## src/rtl/ahb_apb_pkg.sv

```systemverilog
// rtl/ahb_apb_pkg.sv - shared encodings and helpers for the AHB-Lite to APB4 bridge
package ahb_apb_pkg;

  localparam logic [1:0] HTRANS_IDLE   = 2'b00;
  localparam logic [1:0] HTRANS_BUSY   = 2'b01;
  localparam logic [1:0] HTRANS_NONSEQ = 2'b10;
  localparam logic [1:0] HTRANS_SEQ    = 2'b11;

  localparam logic [1:0] HRESP_OKAY  = 2'b00;
  localparam logic [1:0] HRESP_ERROR = 2'b01;

  typedef enum logic [2:0] {
    ST_IDLE,
    ST_WWAIT,
    ST_SETUP,
    ST_ACCESS,
    ST_ERR1,
    ST_ERR2
  } state_t;

  // Byte lanes touched by a transfer; sized for the widest (64-bit) bus.
  function automatic logic [7:0] size2strb(input logic [2:0] size, input logic [2:0] addr_lo);
    logic [7:0] mask;
    case (size)
      3'd0:    mask = 8'h01;
      3'd1:    mask = 8'h03;
      3'd2:    mask = 8'h0f;
      default: mask = 8'hff;
    endcase
    return mask << addr_lo;
  endfunction

  function automatic logic size_ok(input logic [2:0] size, input int dw);
    return int'(size) <= $clog2(dw / 8);
  endfunction

endpackage

```

## src/rtl/ahb2apb_decode.sv

```systemverilog
// rtl/ahb2apb_decode.sv - address map decode: slave index and transfer legality
module ahb2apb_decode
  import ahb_apb_pkg::*;
#(
  parameter int            AW        = 32,
  parameter int            DW        = 32,
  parameter int            NSLV      = 4,
  parameter logic [AW-1:0] BASE_ADDR = 32'h4000_0000,
  parameter int            SPAN_LOG2 = 12,
  parameter int            IW        = 2
) (
  input  logic [AW-1:0] HADDR,
  input  logic [2:0]    HSIZE,
  output logic [IW-1:0] idx,
  output logic          valid
);

  logic [AW-1:0] offset;
  logic [AW-1:0] slot;
  logic [AW-1:0] size_mask;

  always_comb begin
    offset    = HADDR - BASE_ADDR;
    slot      = offset >> SPAN_LOG2;
    size_mask = (AW'(1) << HSIZE) - AW'(1);
    idx       = slot[IW-1:0];
    valid     = (HADDR >= BASE_ADDR) && (slot < AW'(NSLV)) &&
                size_ok(HSIZE, DW) && ((HADDR & size_mask) == '0);
  end

endmodule

```

## src/rtl/ahb2apb_bridge_n.sv

```systemverilog
// rtl/ahb2apb_bridge_n.sv - AHB-Lite slave fanned out to NSLV APB4 slaves
module ahb2apb_bridge_n
  import ahb_apb_pkg::*;
#(
  parameter int            AW        = 32,
  parameter int            DW        = 32,
  parameter int            NSLV      = 4,
  parameter logic [AW-1:0] BASE_ADDR = 32'h4000_0000,
  parameter int            SPAN_LOG2 = 12,
  parameter int            TIMEOUT   = 16
) (
  input  logic                 CLK,
  input  logic                 HRESET,
  input  logic [AW-1:0]        HADDR,
  input  logic                 HWRITE,
  input  logic [1:0]           HTRANS,
  input  logic [2:0]           HSIZE,
  input  logic [2:0]           HBURST,
  input  logic [DW-1:0]        HWDATA,
  input  logic                 HREADY_IN,
  output logic                 HREADY_OUT,
  output logic [DW-1:0]        HRDATA,
  output logic [1:0]           HRESP,
  output logic [AW-1:0]        PADDR,
  output logic                 PWRITE,
  output logic [NSLV-1:0]      PSEL,
  output logic                 PENABLE,
  output logic [DW-1:0]        PWDATA,
  output logic [DW/8-1:0]      PSTRB,
  input  logic [NSLV*DW-1:0]   PRDATA,
  input  logic [NSLV-1:0]      PREADY,
  input  logic [NSLV-1:0]      PSLVERR
);

  localparam int BW = $clog2(DW / 8);
  localparam int IW = (NSLV > 1) ? $clog2(NSLV) : 1;
  localparam int CW = (TIMEOUT > 0) ? $clog2(TIMEOUT + 1) : 1;

  state_t        state;
  logic [IW-1:0] idx_q;
  logic [IW-1:0] dec_idx;
  logic          dec_valid;
  logic [CW-1:0] wd_cnt;
  logic [2:0]    addr_lo;
  logic [7:0]    strb8;
  logic          pready_s;
  logic          pslverr_s;
  logic [DW-1:0] prdata_s;
  logic          done_ok;
  logic          accept;
  logic          wd_expire;
  logic          unused_ok;

  ahb2apb_decode #(
    .AW(AW), .DW(DW), .NSLV(NSLV), .BASE_ADDR(BASE_ADDR),
    .SPAN_LOG2(SPAN_LOG2), .IW(IW)
  ) u_decode (
    .HADDR (HADDR),
    .HSIZE (HSIZE),
    .idx   (dec_idx),
    .valid (dec_valid)
  );

  assign unused_ok = ^{HBURST, strb8};

  always_comb begin
    addr_lo          = '0;
    addr_lo[BW-1:0]  = HADDR[BW-1:0];
    strb8            = size2strb(HSIZE, addr_lo);
    pready_s         = PREADY[idx_q];
    pslverr_s        = PSLVERR[idx_q];
    prdata_s         = PRDATA[idx_q*DW +: DW];
    done_ok          = (state == ST_ACCESS) && pready_s && !pslverr_s;
    // A new transfer may only be taken in a cycle where we drive HREADY_OUT high.
    accept           = (state == ST_IDLE || state == ST_ERR2 || done_ok) && HREADY_IN &&
                       (HTRANS == HTRANS_NONSEQ || HTRANS == HTRANS_SEQ);
    wd_expire        = (TIMEOUT != 0) && (int'(wd_cnt) >= TIMEOUT - 1);
    HREADY_OUT       = (state == ST_IDLE) || (state == ST_ERR2) || done_ok;
    HRESP            = ((state == ST_ERR1) || (state == ST_ERR2) ||
                        ((state == ST_ACCESS) && pready_s && pslverr_s)) ? HRESP_ERROR : HRESP_OKAY;
    HRDATA           = done_ok ? prdata_s : '0;
  end

  always_ff @(posedge CLK) begin
    if (HRESET) begin
      state   <= ST_IDLE;
      idx_q   <= '0;
      wd_cnt  <= '0;
      PSEL    <= '0;
      PENABLE <= 1'b0;
      PADDR   <= '0;
      PWRITE  <= 1'b0;
      PWDATA  <= '0;
      PSTRB   <= '0;
    end else begin
      case (state)
        ST_WWAIT: begin
          PWDATA <= HWDATA;
          PSEL   <= NSLV'(1) << idx_q;
          wd_cnt <= '0;
          state  <= ST_SETUP;
        end
        ST_SETUP: begin
          PENABLE <= 1'b1;
          state   <= ST_ACCESS;
        end
        ST_ACCESS: begin
          if (pready_s) begin
            PSEL    <= '0;
            PENABLE <= 1'b0;
            state   <= pslverr_s ? ST_ERR2 : ST_IDLE;
          end else if (wd_expire) begin
            PSEL    <= '0;
            PENABLE <= 1'b0;
            state   <= ST_ERR1;
          end else if (wd_cnt != '1) begin
            wd_cnt <= wd_cnt + 1'b1;
          end
        end
        ST_ERR1: state <= ST_ERR2;
        default: state <= ST_IDLE;
      endcase

      // Accept overrides the completion path so back-to-back beats need no IDLE gap.
      if (accept) begin
        if (!dec_valid) begin
          state <= ST_ERR1;
        end else begin
          PADDR  <= HADDR;
          PWRITE <= HWRITE;
          PSTRB  <= HWRITE ? strb8[DW/8-1:0] : '0;
          idx_q  <= dec_idx;
          wd_cnt <= '0;
          if (HWRITE) begin
            state <= ST_WWAIT;
          end else begin
            PSEL  <= NSLV'(1) << dec_idx;
            state <= ST_SETUP;
          end
        end
      end
    end
  end

endmodule

```

## config.mk

```make
export PLATFORM = sky130hd
export DESIGN_NAME = ahb2apb_bridge_n
export DESIGN_NICKNAME = d
export VERILOG_FILES = /design/src/rtl/ahb_apb_pkg.sv /design/src/rtl/ahb2apb_decode.sv /design/src/rtl/ahb2apb_bridge_n.sv
export SDC_FILE = /design/constraint.sdc
export NUM_CORES = 1
export LEC_CHECK = 0
export BUFFER_PORTS_ARGS = -buffer_cell sky130_fd_sc_hd__buf_2
export CORE_AREA = 4 4 139 141
export DETAILED_ROUTE_END_ITERATION = 8
export DIE_AREA = 0 0 143 145
export GPL_ROUTABILITY_DRIVEN = 0
export PLACE_DENSITY = 0.51
export SLEW_MARGIN = 20
export SYNTH_ARGS = -nofsm -noshare
export SYNTH_HDL_FRONTEND = slang
export SYNTH_HIERARCHICAL = 1
export SYNTH_SLANG_ARGS = --single-unit
```

## constraint.sdc

```tcl
create_clock -name CLK -period 4.4 [get_ports CLK]
set_input_delay 0.44 -clock CLK [delete_from_list [all_inputs] [get_ports CLK]]
set_output_delay 0.44 -clock CLK [all_outputs]
set_load 0.02 [all_outputs]
```

* Yosys cells after proc, flatten, opt, wreduce, memory -nomap -nowiden *
Index checks and enable logic that the tools add are counted.

cells by class
  add/subtract/negate cells = 3
  reduce and logical (&&, ||, !) cells = 20
  magnitude comparators = 5
  shifts and indexed selects = 5
  div/mod/pow operators = 0
  muxes and demuxes = 30
  bitwise gates (word level) = 1
  $mul = 0
  equality and inequality tests = 12

operators with widths
  cell                                                                                    number
  128-bit by 8-bit indexed part select with 32-bit output                                 1
  32-bit AND                                                                              1
  32-bit by 31-bit greater-or-equal comparator with 1-bit output (second input constant)  1
  32-bit zero test                                                                        1
  32-bit two-way mux                                                                      1
  1-bit by 3-bit << shifter with 32-bit output (first input constant)                     1
  32-bit by 2-bit subtractor with 32-bit output (second input constant)                   1
  32-bit by 31-bit subtractor with 32-bit output (second input constant)                  1
  5-bit two-way mux                                                                       5
  4-bit two-way mux                                                                       6
  8-bit one-hot mux with 3 select lines                                                   1
  20-bit by 3-bit < comparator with 1-bit output (second input constant)                  1
  3-bit two-way mux                                                                       5
  3-bit one-hot mux with 4 select lines                                                   1
  5-bit one-hot mux with 2 select lines                                                   1
  3-bit by 2-bit equality test with 1-bit output (second input constant)                  3
  1-bit logical AND                                                                       8
  4-bit one-hot mux with 2 select lines                                                   1
  1-bit by 2-bit << shifter with 4-bit output (first input constant)                      2
  8-bit by 2-bit << shifter with 4-bit output                                             1
  3-bit by 1-bit equality test with 1-bit output (second input constant)                  2
  3-bit equality test (second input constant)                                             2
  3-bit zero test                                                                         2
  5-bit by 1-bit adder with 5-bit output (second input constant)                          1
  other kinds (15)                                                                        26

word-level totals
  bits in read-only memories = 0
  memories kept = 0
  input bits = 212
  logic and storage cells = 85
  register bits = 84
  latch bits = 0
  memory bits (writable) = 0
  output and inout bits = 109

* Depth between registers and ports, before layout *
  depth in word-level cells = 8
  depth in mapped cells = 11

* By module *
The synthesis kept the hierarchy.

by module, submodules not included
  module            cells each  area an instance (um2)  sequential area each (um2)  instances
  ahb2apb_bridge_n  499         4535.6                  1681.6                      1
  ahb2apb_decode    16          125.1                   0.0                         1

* Worst setup path after synthesis *
No wires, ideal clock.

  kind = input port to flip-flop
  start point = input HSIZE[1]
  end point = register PSTRB[0]
  stages = 10
  setup slack = 1785 ps
  buffers on the path = 1
  library setup time = 123 ps
  arrival time = 2492 ps
  data required time = 4277 ps
  path through = and3_1 -> inv_1 -> ha_1 -> o2111ai_1 -> nor3_1 -> and3_1 -> clkbuf_1 -> nand4_1 -> nand2_2 -> mux2_1

on the way
  word-level cells in the longest chain between the ends = 6

RTL lines
  what                                           line                     source
  from (decl)                                    ahb2apb_bridge_n.sv:17   input logic [2:0] HSIZE,
  1-bit by 3-bit << shifter with 32-bit output   ahb2apb_decode.sv:25     size_mask = (AW'(1) << HSIZE) - AW'(1);
  32-bit by 2-bit subtractor with 32-bit output  ahb2apb_decode.sv:25
  32-bit AND                                     ahb2apb_decode.sv:28     size_ok(HSIZE, DW) && ((HADDR & size_mask) == '0);
  32-bit zero test                               ahb2apb_decode.sv:28
  1-bit logical AND *                            ahb2apb_decode.sv:28
  named net dec_valid                            ahb2apb_bridge_n.sv:42   logic dec_valid;
  2-bit AND reduction (no source line) *         -
  to (signal assigned)                           ahb2apb_bridge_n.sv:131  PSTRB <= HWRITE ? strb8[DW/8-1:0] : '0;
  to (decl)                                      ahb2apb_bridge_n.sv:29   output logic [DW/8-1:0] PSTRB,

The timed path passes the listed nets; every way through them passes the cells marked *.
A chain may end at the register's enable or synchronous reset.

* Final worst setup path *
  start point = register idx_q[0]
  end point = output HRDATA[9]

on the way
  word-level cells in the longest chain between the ends = 5

RTL lines
  what                                                                                                             line                     source
  from (decl)                                                                                                      ahb2apb_bridge_n.sv:40   logic [IW-1:0] idx_q;
  from (signal assigned)                                                                                           ahb2apb_bridge_n.sv:132  idx_q <= dec_idx;
  parallel branches: the longest is 4 deep, another holds 128-bit by 8-bit indexed part select with 32-bit output  -
  32-bit two-way mux *                                                                                             ahb2apb_bridge_n.sv:81   HRDATA = done_ok ? prdata_s : '0;
  to (decl)                                                                                                        ahb2apb_bridge_n.sv:22   output logic [DW-1:0] HRDATA,

Mark *: on every way between the ends. The select of a mux whose other input is x is not followed.

==> metrics.md <==
| Metric | Value |
|---|---|
| Vias in the first global route | `4965` |
| Vias per cell | `around 4.9` |
| Internal power | `around 0.0014 W` |
| Leakage | `2.98 nW` |
| Number of failing hold endpoints at the final stage | `0` |
| Synth Instances | `about 520` |
| Pwr Total | `0.00187 W` |
| Largest net degree at the start of global routing | `37` |
| I/O pins | `321` |
| Post-synth EDFFs | `0` |
| Period utilization | `0.666` |
| Yosys reg bits | `84` |
| Syn avg cell area | `around 9.0 um2` |
| Setup TNS | `0 ps` |
| Worst-path fanout max | `20` |
| IO Port Bufs | `315` |
| Crit-path leading delay family | `simple AND/OR/NAND/NOR gates` |
| Critical path endpoint category | `output port` |
| Nets | `1016` |
| Die X | `143 um` |
| Area leader, netlist | `dfxtp_1` |
| Mapped cell area | `between 0.004 and 0.005 mm2` |
| CTS Buf Count | `9` |
| Postcts setup bufs | `0` |
| TritonCTS clock tree | `built` |
| Commonest register cell after synthesis | `dfxtp_1` |
| RSZ-0062 raised after global routing | `false` |
| Die Area | `0.0207 mm2` |
| Root buffer cell | `clkbuf_16` |
| Max cap viols | `0` |
| Top cells by area, synth | `dfxtp_1 36%, mux4_2 16%, a21oi_1 7.6%, nand2_1 5.6%, o211ai_1 5.6%` |
| Layout Cells excl Fill | `1036` |
| First-pass GRT wire length | `29600 um` |
| CP Data Required Time | `approximately 4000 ps` |
| N_diodes | `0` |
| CTS Hold Bufs | `0` |
| Hpwl dp | `around 15000 um` |
| Placed Cells | `1020` |
| Critical path cell sequence | `mux4_2, nor3b_4, buf_6, and2_1, buf_2` |
| Share of layout cells above drive strength 1 | `0.482` |
| CTS Sinks | `84` |
| Synthesis Warnings | `6` |
| Htree depth | `3` |
| Worst R2R Path Depth | `4` |
| Drt drc | `0` |
| Sw frac | `0.270` |
| PwrDens | `278 mW/mm2` |
| Worst Hold Class | `input port to flip-flop` |
| Fill cells | `1926` |
| Via count | `5110` |
| Wire per inst | `19.1 um` |
| Grt ovf | `0` |
| Hold slack | `329 ps` |
| Worst relative slew slack | `0.472` |
| Slew Viols, Final | `0` |
| Die Y-Extent | `145 um` |
| Switching power total | `around 0.0005 W` |
| Post-synth top area share | `0.361` |
| DR iter-0 viols | `~240` |
| Arrival time at the worst endpoint | `2490 ps` |
| Logic gate share of total power | `0.159` |
| Period minus WS final | `2930 ps` |
| Antenna violations before repair | `1` |
| Most frequent cells in the layout | `315 x buf_2, 83 x dfxtp_1, 71 x a21oi_1` |
| Detail Route Antenna Nets | `0` |
| Clock Power Share | `0.416` |
| GRT Util Overall | `0.183` |
| Bufs and invs on worst path | `2` |
| Crit Path Class | `flip-flop to output port` |
| Worst Hold Depth | `3` |
| Async set-reset flop share out of synthesis | `0` |
| Least-Margin Pin Slew | `792 ps` |
| Final Setup Violations | `0` |
| Worst Clk Skew | `7.11 ps` |
| Reg power frac | `0.425` |
| Register area share after synthesis | `0.361` |
| Detailed Route WL | `19800 um` |
| Max Clk Rate | `between 300 and 400 MHz` |
| Max incr delay on CP | `600 ps` |
| Post-CTS Resized | `0` |
| Syn nets | `729` |
| Placement row count | `49` |
| Peak supply drop | `0.239 mV` |
| Setup crit start kind | `flip-flop` |
| Core area | `0.0180 mm2` |
| Max Buffers Root-to-Sink | `2` |
| Clk_lat worst skew | `350 ps` |
| Area added between synthesis and finish | `44.4%` |
| Clock transition at path regs | `approximately 70 ps` |
| Worst-path cell with the longest stage delay | `mux4_2` |
| Starting Density | `0.259` |
| Status | `finished clean` |
| Distinct cells, synth | `50` |
| DRT Pass-1 Iters | `6` |
| Commonest non-fill, non-tap cell in the layout | `buf_2` |
| Worst path depth | `5` |
==> logic make-up (layout without fill, tap and decap cells) <==
group,after synthesis,after routing,synth area share
simple gates,188,188,0.213
mux,39,39,0.176
flops,84,84,0.361
buf+inv,59,351,0.0505
other cells,1,1,0.000805
compound gates,141,141,0.192
fa+ha+maj,3,3,0.00752
==> worst min-delay path: stages <==
cell     delay, ps
buf_2           90
nand2_1         50
a21oi_1         50
==> per-layer routing <==
metal	track usage	routed length, um	up-vias
met3	0.0622	1510	19
met1	0.267	9450	2439
met4	0.0247	172	2
met5	0	7	-
met2	0.268	8640	169
li1	-	-	2481
==> cell usage after synthesis, drive strengths merged (3+ instances only) <==
| cell type | n |
|---|---|
| a211oi | 4 |
| a21oi | 71 |
| a221oi | 4 |
| a22o | 4 |
| a311oi | 3 |
| a31oi | 4 |
| and2 | 32 |
| and3 | 3 |
| buf | 9 |
| clkbuf | 43 |
| dfxtp | 84 |
| inv | 7 |
| mux2i | 3 |
| mux4 | 34 |
| nand2 | 71 |
| nand2b | 9 |
| nand3 | 40 |
| nand3b | 4 |
| nor2 | 5 |
| nor3 | 5 |
| nor4 | 5 |
| nor4b | 4 |
| o211ai | 35 |
| o21ai | 6 |
==> worst paths after layout <==
check / start / to / slack (ps)
worst max-delay path: idx_q[0] / HRDATA[9] / 1470
worst min-delay path: HWDATA[4] / PWDATA[4] / 330
worst max register to register: idx_q[0] / wd_cnt[0] / 1770
worst min register to register: PWDATA[25] / PWDATA[25] / 450
==> final cells by class <==
class | count | area (um2) | share of cell area
sequential | 84 | 1680 | 0.250
inverter | 7 | 26.3 | 0.00390
multi-input combinational | 372 | 2750 | 0.409
clock inverter | 6 | 63.8 | 0.00948
timing repair buffer | 328 | 1680 | 0.249
tap | 229 | 287 | 0.0426
clock buffer | 10 | 239 | 0.0355
==> through the flow <==
| stage | setup slack (ps) | util | cell area, um2 |
|---|---|---|---|
| after detailed placement | 1400 | 0.358 | 6430 |
| after global placement | 1370 | 0.357 | 6410 |
| final | 1470 | 0.375 | 6730 |
| after global routing | 1330 | 0.375 | 6730 |
| after floorplan | 1780 | - | 4660 |
| after CTS | 1420 | 0.375 | 6730 |
==> state kept, by name (all words and copies together), names as in the netlist, 2 cells and up <==
signal / flops
PSEL: 4
PWDATA: 32
PSTRB: 4
idx_q: 2
state: 3
wd_cnt: 5
PADDR: 32
==> power groups by stage <==
| stage | combinational (W) | clock, W | sequential (W) |
|---|---|---|---|
| global placement | 0.000297 | 0 | 0.000812 |
| CTS | 0.000299 | 0.000811 | 0.000794 |
| floorplan | 0.000127 | 0 | 0.000825 |
| global route | 0.000327 | 0.000841 | 0.000797 |
| detailed placement | 0.000298 | 0 | 0.000811 |
| finish | 0.000298 | 0.000779 | 0.000795 |
Power figures use the tool's default switching activity.
